File: src/rtl/mips_io_responder.sv
// Device side of the 16-bit MIPS core I/O port: TX FIFO toward an external sink,
// RX FIFO from an external source, and a one-shot interrupt per RX data episode.
// Handshake: a word moves across a valid/ready pair on the rising clk edge where both are high;
// valid never waits on ready, and data is held stable while valid is high and ready is low.
module mips_io_responder #(
  parameter int DEPTH   = 4,
  parameter int INT_LEN = 2
) (
  input  logic        clk,
  input  logic        reset,
  input  logic [15:0] data_out,
  input  logic        out_valid,
  input  logic        in_ack,
  input  logic        int_en,
  output logic [15:0] data_in,
  output logic        in_avail,
  output logic        interrupt,
  output logic        tx_overflow,
  output logic [15:0] ext_tx_data,
  output logic        ext_tx_valid,
  input  logic        ext_tx_ready,
  input  logic [15:0] ext_rx_data,
  input  logic        ext_rx_valid,
  output logic        ext_rx_ready,
  output logic [1:0]  int_state
);

  localparam int PW = $clog2(DEPTH);
  localparam int CW = PW + 1;
  localparam int LW = (INT_LEN < 2) ? 1 : $clog2(INT_LEN + 1);

  typedef enum logic [1:0] {IDLE = 2'd0, ASSERT = 2'd1, WAIT = 2'd2} int_state_t;

  // ---------------- TX FIFO (core -> external sink) ----------------
  logic [15:0]   tx_mem [DEPTH];
  logic [PW-1:0] tx_wptr, tx_rptr;
  logic [CW-1:0] tx_count;
  logic          tx_full, tx_push, tx_pop;

  assign tx_full = (tx_count == CW'(DEPTH));
  assign tx_pop  = (tx_count != '0) && ext_tx_ready;
  // A pop in the same cycle frees the slot, so a full FIFO still accepts the write.
  assign tx_push = out_valid && (!tx_full || tx_pop);

  always_ff @(posedge clk or posedge reset) begin
    if (reset) begin
      tx_wptr     <= '0;
      tx_rptr     <= '0;
      tx_count    <= '0;
      tx_overflow <= 1'b0;
    end else begin
      if (tx_push) tx_wptr <= tx_wptr + PW'(1);
      if (tx_pop)  tx_rptr <= tx_rptr + PW'(1);
      if (tx_push && !tx_pop)      tx_count <= tx_count + CW'(1);
      else if (tx_pop && !tx_push) tx_count <= tx_count - CW'(1);
      if (out_valid && !tx_push)   tx_overflow <= 1'b1;
    end
  end

  always_ff @(posedge clk) begin
    if (tx_push) tx_mem[tx_wptr] <= data_out;
  end

  assign ext_tx_valid = (tx_count != '0);
  assign ext_tx_data  = ext_tx_valid ? tx_mem[tx_rptr] : 16'h0000;

  // ---------------- RX FIFO (external source -> core) ----------------
  logic [15:0]   rx_mem [DEPTH];
  logic [PW-1:0] rx_wptr, rx_rptr;
  logic [CW-1:0] rx_count;
  logic          rx_push, rx_pop;

  assign ext_rx_ready = (rx_count < CW'(DEPTH));
  assign rx_push      = ext_rx_valid && ext_rx_ready;
  assign rx_pop       = in_ack && (rx_count != '0);

  always_ff @(posedge clk or posedge reset) begin
    if (reset) begin
      rx_wptr  <= '0;
      rx_rptr  <= '0;
      rx_count <= '0;
    end else begin
      if (rx_push) rx_wptr <= rx_wptr + PW'(1);
      if (rx_pop)  rx_rptr <= rx_rptr + PW'(1);
      if (rx_push && !rx_pop)      rx_count <= rx_count + CW'(1);
      else if (rx_pop && !rx_push) rx_count <= rx_count - CW'(1);
    end
  end

  always_ff @(posedge clk) begin
    if (rx_push) rx_mem[rx_wptr] <= ext_rx_data;
  end

  assign in_avail = (rx_count != '0);
  assign data_in  = in_avail ? rx_mem[rx_rptr] : 16'h0000;

  // ---------------- Interrupt FSM ----------------
  int_state_t    state_q, state_d;
  logic [LW-1:0] cnt_q, cnt_d;

  always_ff @(posedge clk or posedge reset) begin
    if (reset) begin
      state_q <= IDLE;
      cnt_q   <= '0;
    end else begin
      state_q <= state_d;
      cnt_q   <= cnt_d;
    end
  end

  // WAIT holds off re-triggering until the RX FIFO has fully drained.
  always_comb begin
    state_d = state_q;
    cnt_d   = cnt_q;
    unique case (state_q)
      IDLE: begin
        if (int_en && (rx_count != '0)) begin
          state_d = ASSERT;
          cnt_d   = LW'(INT_LEN);
        end
      end
      ASSERT: begin
        cnt_d = cnt_q - LW'(1);
        if (!int_en || (cnt_q == LW'(1))) state_d = WAIT;
      end
      WAIT: begin
        if (rx_count == '0) state_d = IDLE;
      end
      default: state_d = IDLE;
    endcase
  end

  assign interrupt = (state_q == ASSERT);
  assign int_state = state_q;

endmodule
File: config.mk
export PLATFORM = sky130hd
export DESIGN_NAME = mips_io_responder
export DESIGN_NICKNAME = d
export VERILOG_FILES = /design/src/rtl/mips_io_responder.sv
export SDC_FILE = /design/constraint.sdc
export NUM_CORES = 1
export LEC_CHECK = 0
export CAP_MARGIN = 10
export CORE_ASPECT_RATIO = 0.6
export CORE_UTILIZATION = 40
export CTS_CLUSTER_DIAMETER = 200
export DETAILED_ROUTE_END_ITERATION = 10
export GPL_TIMING_DRIVEN = 0
export PLACE_DENSITY = 0.61
export SLEW_MARGIN = 0
export SYNTH_ARGS = -nofsm -noshare
export SYNTH_HDL_FRONTEND = slang
export SYNTH_SLANG_ARGS = --single-unit
File: constraint.sdc
create_clock -name clk -period 6.95 [get_ports clk]
set_clock_uncertainty 0.15 [all_clocks]
set_input_delay 1.39 -clock clk [delete_from_list [all_inputs] [get_ports clk]]
set_output_delay 1.39 -clock clk [all_outputs]
set_load 0.1 [all_outputs]
Yosys cells after proc, flatten, opt, wreduce, memory -nomap -nowiden --
Memory sizes are Yosys's and may differ from the RTL's. Cells that the tools add are included.
Storage, ports and cells: output and inout bits 39, bits in latches 0, input port bits 39, logic and storage cells 71, bits in read-only memories 0, RAM bits 128, memories kept 2, register bits 19
Memory list:
- rx_mem | words 4, bits a word 16, rd ports 1, clocked after Yosys merged registers in 0, write ports 1, line 68 | logic [15:0] rx_mem [DEPTH];
- tx_mem | words 4, bits a word 16, rd ports 1, clocked after Yosys merged registers in 0, write ports 1, line 35 | logic [15:0] tx_mem [DEPTH];
Cells by class: div/mod/pow operators 0, magnitude comparators 1, shifts and indexed selects 0, $add $sub $neg 9, bitwise logic cells 0, equal/unequal tests 7, reductions and logical operators 27, $mul 0, muxes and demuxes 16
Operators by type and width (count):
- 2-to-1 mux 16 bit | 2
- 2-to-1 mux 3 bit | 4
- logical AND 1 bit | 10
- adder 2 x 1 -> 2 bit, second input constant | 4
- 2-to-1 mux 2 bit | 4
- adder 3 x 1 -> 3 bit, second input constant | 2
- logical NOT 1 bit | 6
- case mux 2 bit (3 select lines) | 1
- nonzero test 2 bit | 3
- nonzero test 3 bit | 2
- subtractor 3 x 1 -> 3 bit, second input constant | 2
- == test 2 x 1 -> 1 bit, second input constant | 2
- 2-to-1 mux 1 bit | 4
- != test 2 bit, second input constant | 2
- case mux 2 bit (2 select lines) | 1
- == test 3 bit, second input constant | 1
- logical NOT 3 bit | 1
- < comparator 3 bit, second input constant | 1
- AND reduction 3 bit | 1
- == test 2 bit, second input constant | 1
- logical NOT 2 bit | 1
- logical OR 1 bit | 2
- != test 2 x 1 -> 1 bit, second input constant | 1
- AND reduction 2 bit | 1
- subtractor 2 x 1 -> 2 bit, second input constant | 1

Logic depth before layout (Yosys ltp) --
Gate-level depths: netlist of run 1.
depth after elaboration 8, mapped depth 9, gate-level depth less buffers 8

Least setup slack after synthesis of run 1 --
OpenSTA, ideal clock, no wires.
path kind reg2out, from register rx_count[0], to output data_in[0], cell stages (with the launch flop) 4, path buffers 1, arrival 2.378 ns, slack 3.032 ns, path through dfrtp_1 > or3_1 > clkbuf_1 > and2_1
Between the ends: cells in the longest elaborated chain, start to end 2
RTL lines:
- start: declaration | line 70 | logic [CW-1:0] rx_count;
- start signal: assignment | line 85 | if (rx_push && !rx_pop) rx_count <= rx_count + CW'(1);
- start signal: assignment | line 86 | else if (rx_pop && !rx_push) rx_count <= rx_count - CW'(1);
- nonzero test 3 bit | line 94 | assign in_avail = (rx_count != '0);
- named net in_avail | line 16 | output logic in_avail,
- 2-to-1 mux 16 bit | line 95 | assign data_in = in_avail ? rx_mem[rx_rptr] : 16'h0000;
- end: declaration | line 15 | output logic [15:0] data_in,
The timed path passes the listed nets, and every way through them passes these cells.

Final worst setup path of run 1 --
from register tx_count[0], to output ext_tx_data[6]
Between the ends: cells in the longest elaborated chain, start to end 2
RTL lines:
- start: declaration | line 37 | logic [CW-1:0] tx_count;
- start signal: assignment | line 54 | if (tx_push && !tx_pop) tx_count <= tx_count + CW'(1);
- start signal: assignment | line 55 | else if (tx_pop && !tx_push) tx_count <= tx_count - CW'(1);
- nonzero test 3 bit | line 64 | assign ext_tx_valid = (tx_count != '0);
- 2-to-1 mux 16 bit | line 65 | assign ext_tx_data = ext_tx_valid ? tx_mem[tx_rptr] : 16'h0000;
- end: declaration | line 19 | output logic [15:0] ext_tx_data,
Every way passes these cells.

==> results of run 1 <==
==> kinds of logic after synthesis <==
group / share of synthesized area
AO/OA/AOI/OAI: 0.00609
AND/OR/NAND/NOR: 0.0584
adder cells (fa/ha/maj): 0.0298
multiplexers: 0.138
XOR/XNOR: 0.0176
flip-flops: 0.725
buffers and inverters: 0.0250
==> routing by layer <==
layer / wire, um / global-route usage / share of wire / vias up
li1: - / - / - / 1345
met1: 5190 / 0.202 / 0.51 / 1462
met2: 4580 / 0.207 / 0.45 / 53
met3: 366 / 0.0465 / 0.036 / 4
met4: 54 / 0.0457 / 0.0053 / 0
met5: 0 / 0 / 0 / -
==> path summary, 6_finish.rpt <==
path	depth (start not counted)	endpoint	slack, ns
worst max-delay path	5	ext_tx_data[6]	2.50
worst min-delay path	1	tx_overflow	0.32
worst max register to register	9	rx_count[2]	4.33
worst min register to register	1	tx_overflow	0.32
max in group asynchronous	2	rx_rptr[1]	4.87
min in group asynchronous	2	int_state[0]	1.29
==> through the flow <==
step | cells | utilization | area, sq um
4_1_cts | 603 | 0.520 | 7540
3_3_place_gp | 571 | 0.481 | 6980
6_report | 603 | 0.520 | 7540
3_5_place_dp | 571 | 0.481 | 6980
5_1_grt | 603 | 0.520 | 7540
2_1_floorplan | 296 | - | 5960
==> flip-flops by register name (all words and copies together) (netlist names), 3 cells and up <==
name      count
rx_count      3
rx_mem       64
tx_mem       64
tx_count      3
==> worst register-to-register path, cell delays in order, from the launching register on <==
cell and delay [ns]:
dfrtp_1 0.43, or3_1 0.40, clkbuf_1 0.27, nand2_1 0.23, ha_1 0.20, inv_1 0.06
fa_1 0.37, xor2_1 0.17, nor2_1 0.14, xnor2_1 0.13
==> placed cells by master, fill, tap and decap left out, types with 4 or more instances in the layout <==
cell	instances
and2_1	40
buf_2	6
clkbuf_1	5
clkbuf_16	17
clkdlybuf4s50_1	77
clkinvlp_4	4
dfrtp_1	19
edfxtp_1	128
ha_1	11
inv_1	11
inv_6	4
mux4_1	16
mux4_2	16
nand2_1	4
nor2_1	4
xnor2_1	9
==> cell type report <==
cell class,instances,area share
Sequential cell,147,0.573
Clock inverter,14,0.0173
Clock buffer,18,0.0569
Multi-Input combinational cell,124,0.198
Timing Repair Buffer,77,0.102
Tap cell,198,0.0329
Inverter,11,0.00548
Buffer,14,0.0143
==> metrics.txt, run 1 <==
# fillers=between 1000 and 1500; port buffer count=77; vias in the first global route=~2900; Chip Height=96.5 um; status=complete, no violations; CTS max path bufs=2; Inserted Clock Buffers=17; clock root buffer=clkbuf_16; Synth cell types=31; drt wl/cell=16.9 um; area delta synth->final=26.5%; post-synth net total=around 350; Skew-Pair Late Insertion Delay=approximately 0.4 ns; Worst Hold Slack=0.317 ns; Bufs and invs on worst path=3; CTS H-tree depth=4; Overflow after GRT=0; # DRC=0; Worst Path Required=approximately 5.4 ns; starting density of the core=0.411; Slew Viols, Final=0; Syn Std Cell Area=about 0.006 sq mm; Diodes inserted=0; initial antenna violation count=0; die area=0.0154 sq mm; via count=2864; crit start category=flop; Setup Buffers After CTS=0; cts hold-fix bufs=0; CTS Sinks=between 100 and 150; Crit Reg-Reg Startpoint=rx_count[0]; first-pass GRT wire length=approximately 16000 um; Setup Viol. Count Final=0; first-iteration detailed-routing DRC count=roughly 150; IO Count=a little under 80; Seq/Total Area, Yosys=0.725; Horiz. Die Dim=160 um; post-synth top area share=0.645; Top FF cell, synth=edfxtp_1; dpl hpwl=about 6600 um; Avg Inst Size Synth=roughly 20 sq um; Worst-path clk slew=~0.06 ns; critical-path cell list=or3_1, clkbuf_1, buf_2, and2_1, clkdlybuf4s50_1; CTS tree=yes; CP max-delay cell=clkdlybuf4s50_1; crit-path max cell delay=about 1.1 ns; DP Worst Slack=~2.9 ns; Post-synth top cells=128 x edfxtp_1, 40 x and2_1, 19 x dfrtp_1; Antenna Nets Post-Route=0; Rows=34; Crit path max-delay family=buffers and inverters; FF/Latch Area=between 0.004 and 0.005 sq mm; critical path type=reg2out; final wirelength=10200 um; # resized after CTS=0; multi-input combinational cell area=0.00149 sq mm; FF+latch count, synth=between 100 and 150; most numerous cell in the Yosys netlist=edfxtp_1; fin crit share=0.640; final hold vios=0; layout cells sized above 1=0.146; first-pass iteration count of the detailed router=6; minimum clock period=approximately 4.4 ns; worst hold path class=reg2reg; cell taking the most area after synthesis=edfxtp_1; nets=~440; largest cells by area after synthesis=edfxtp_1 64%, dfrtp_1 8.0%, mux4_1 7.1%; worst-path fanout max=10; highest clock rate=about 220 MHz; pin count of the biggest net entering global routing=20; RePlAce Congestion=around 0.66; vias per std cell=around 4.7; PnR worst setup slack=between 2 and 3 ns; Worst-Margin Slew=between 0.9 and 1 ns; FFs w/ async S/R, synth=0.129; MaxCap Viol Count=0; Post-synth EDFFs=around 130; GR Util All Layers=0.142; Slew headroom=0.338; Critical Path End Type=primary output; final setup TNS=0 ns; Syn Inst Count=approximately 300; Hold Path Origin=tx_overflow; core footprint=roughly 0.015 sq mm; CP arrival=between 2 and 3 ns; unrepaired setup endpoints after global routing=false; Worst setup startpoint=tx_count[0]; Ys Warns=0
Power of run 1 is left out: the tool's default activity adds up to more than one toggle a clock period on the data nets, which glitch-free logic cannot reach.
==> run 2: changes to the inputs <==
clock period = 4.66 ns   (was 6.95 ns; I/O delays follow)
==> results of run 2 <==
The final DEF is identical to that of run 1. Status: complete, no violations.
Main changes from that run: setup slack after placement 2.87 ns -> 1.04 ns; setup slack after layout 2.50 ns -> 0.669 ns; register-to-register setup slack 4.33 ns -> 2.04 ns
Power of run 2 is left out for the same reason.
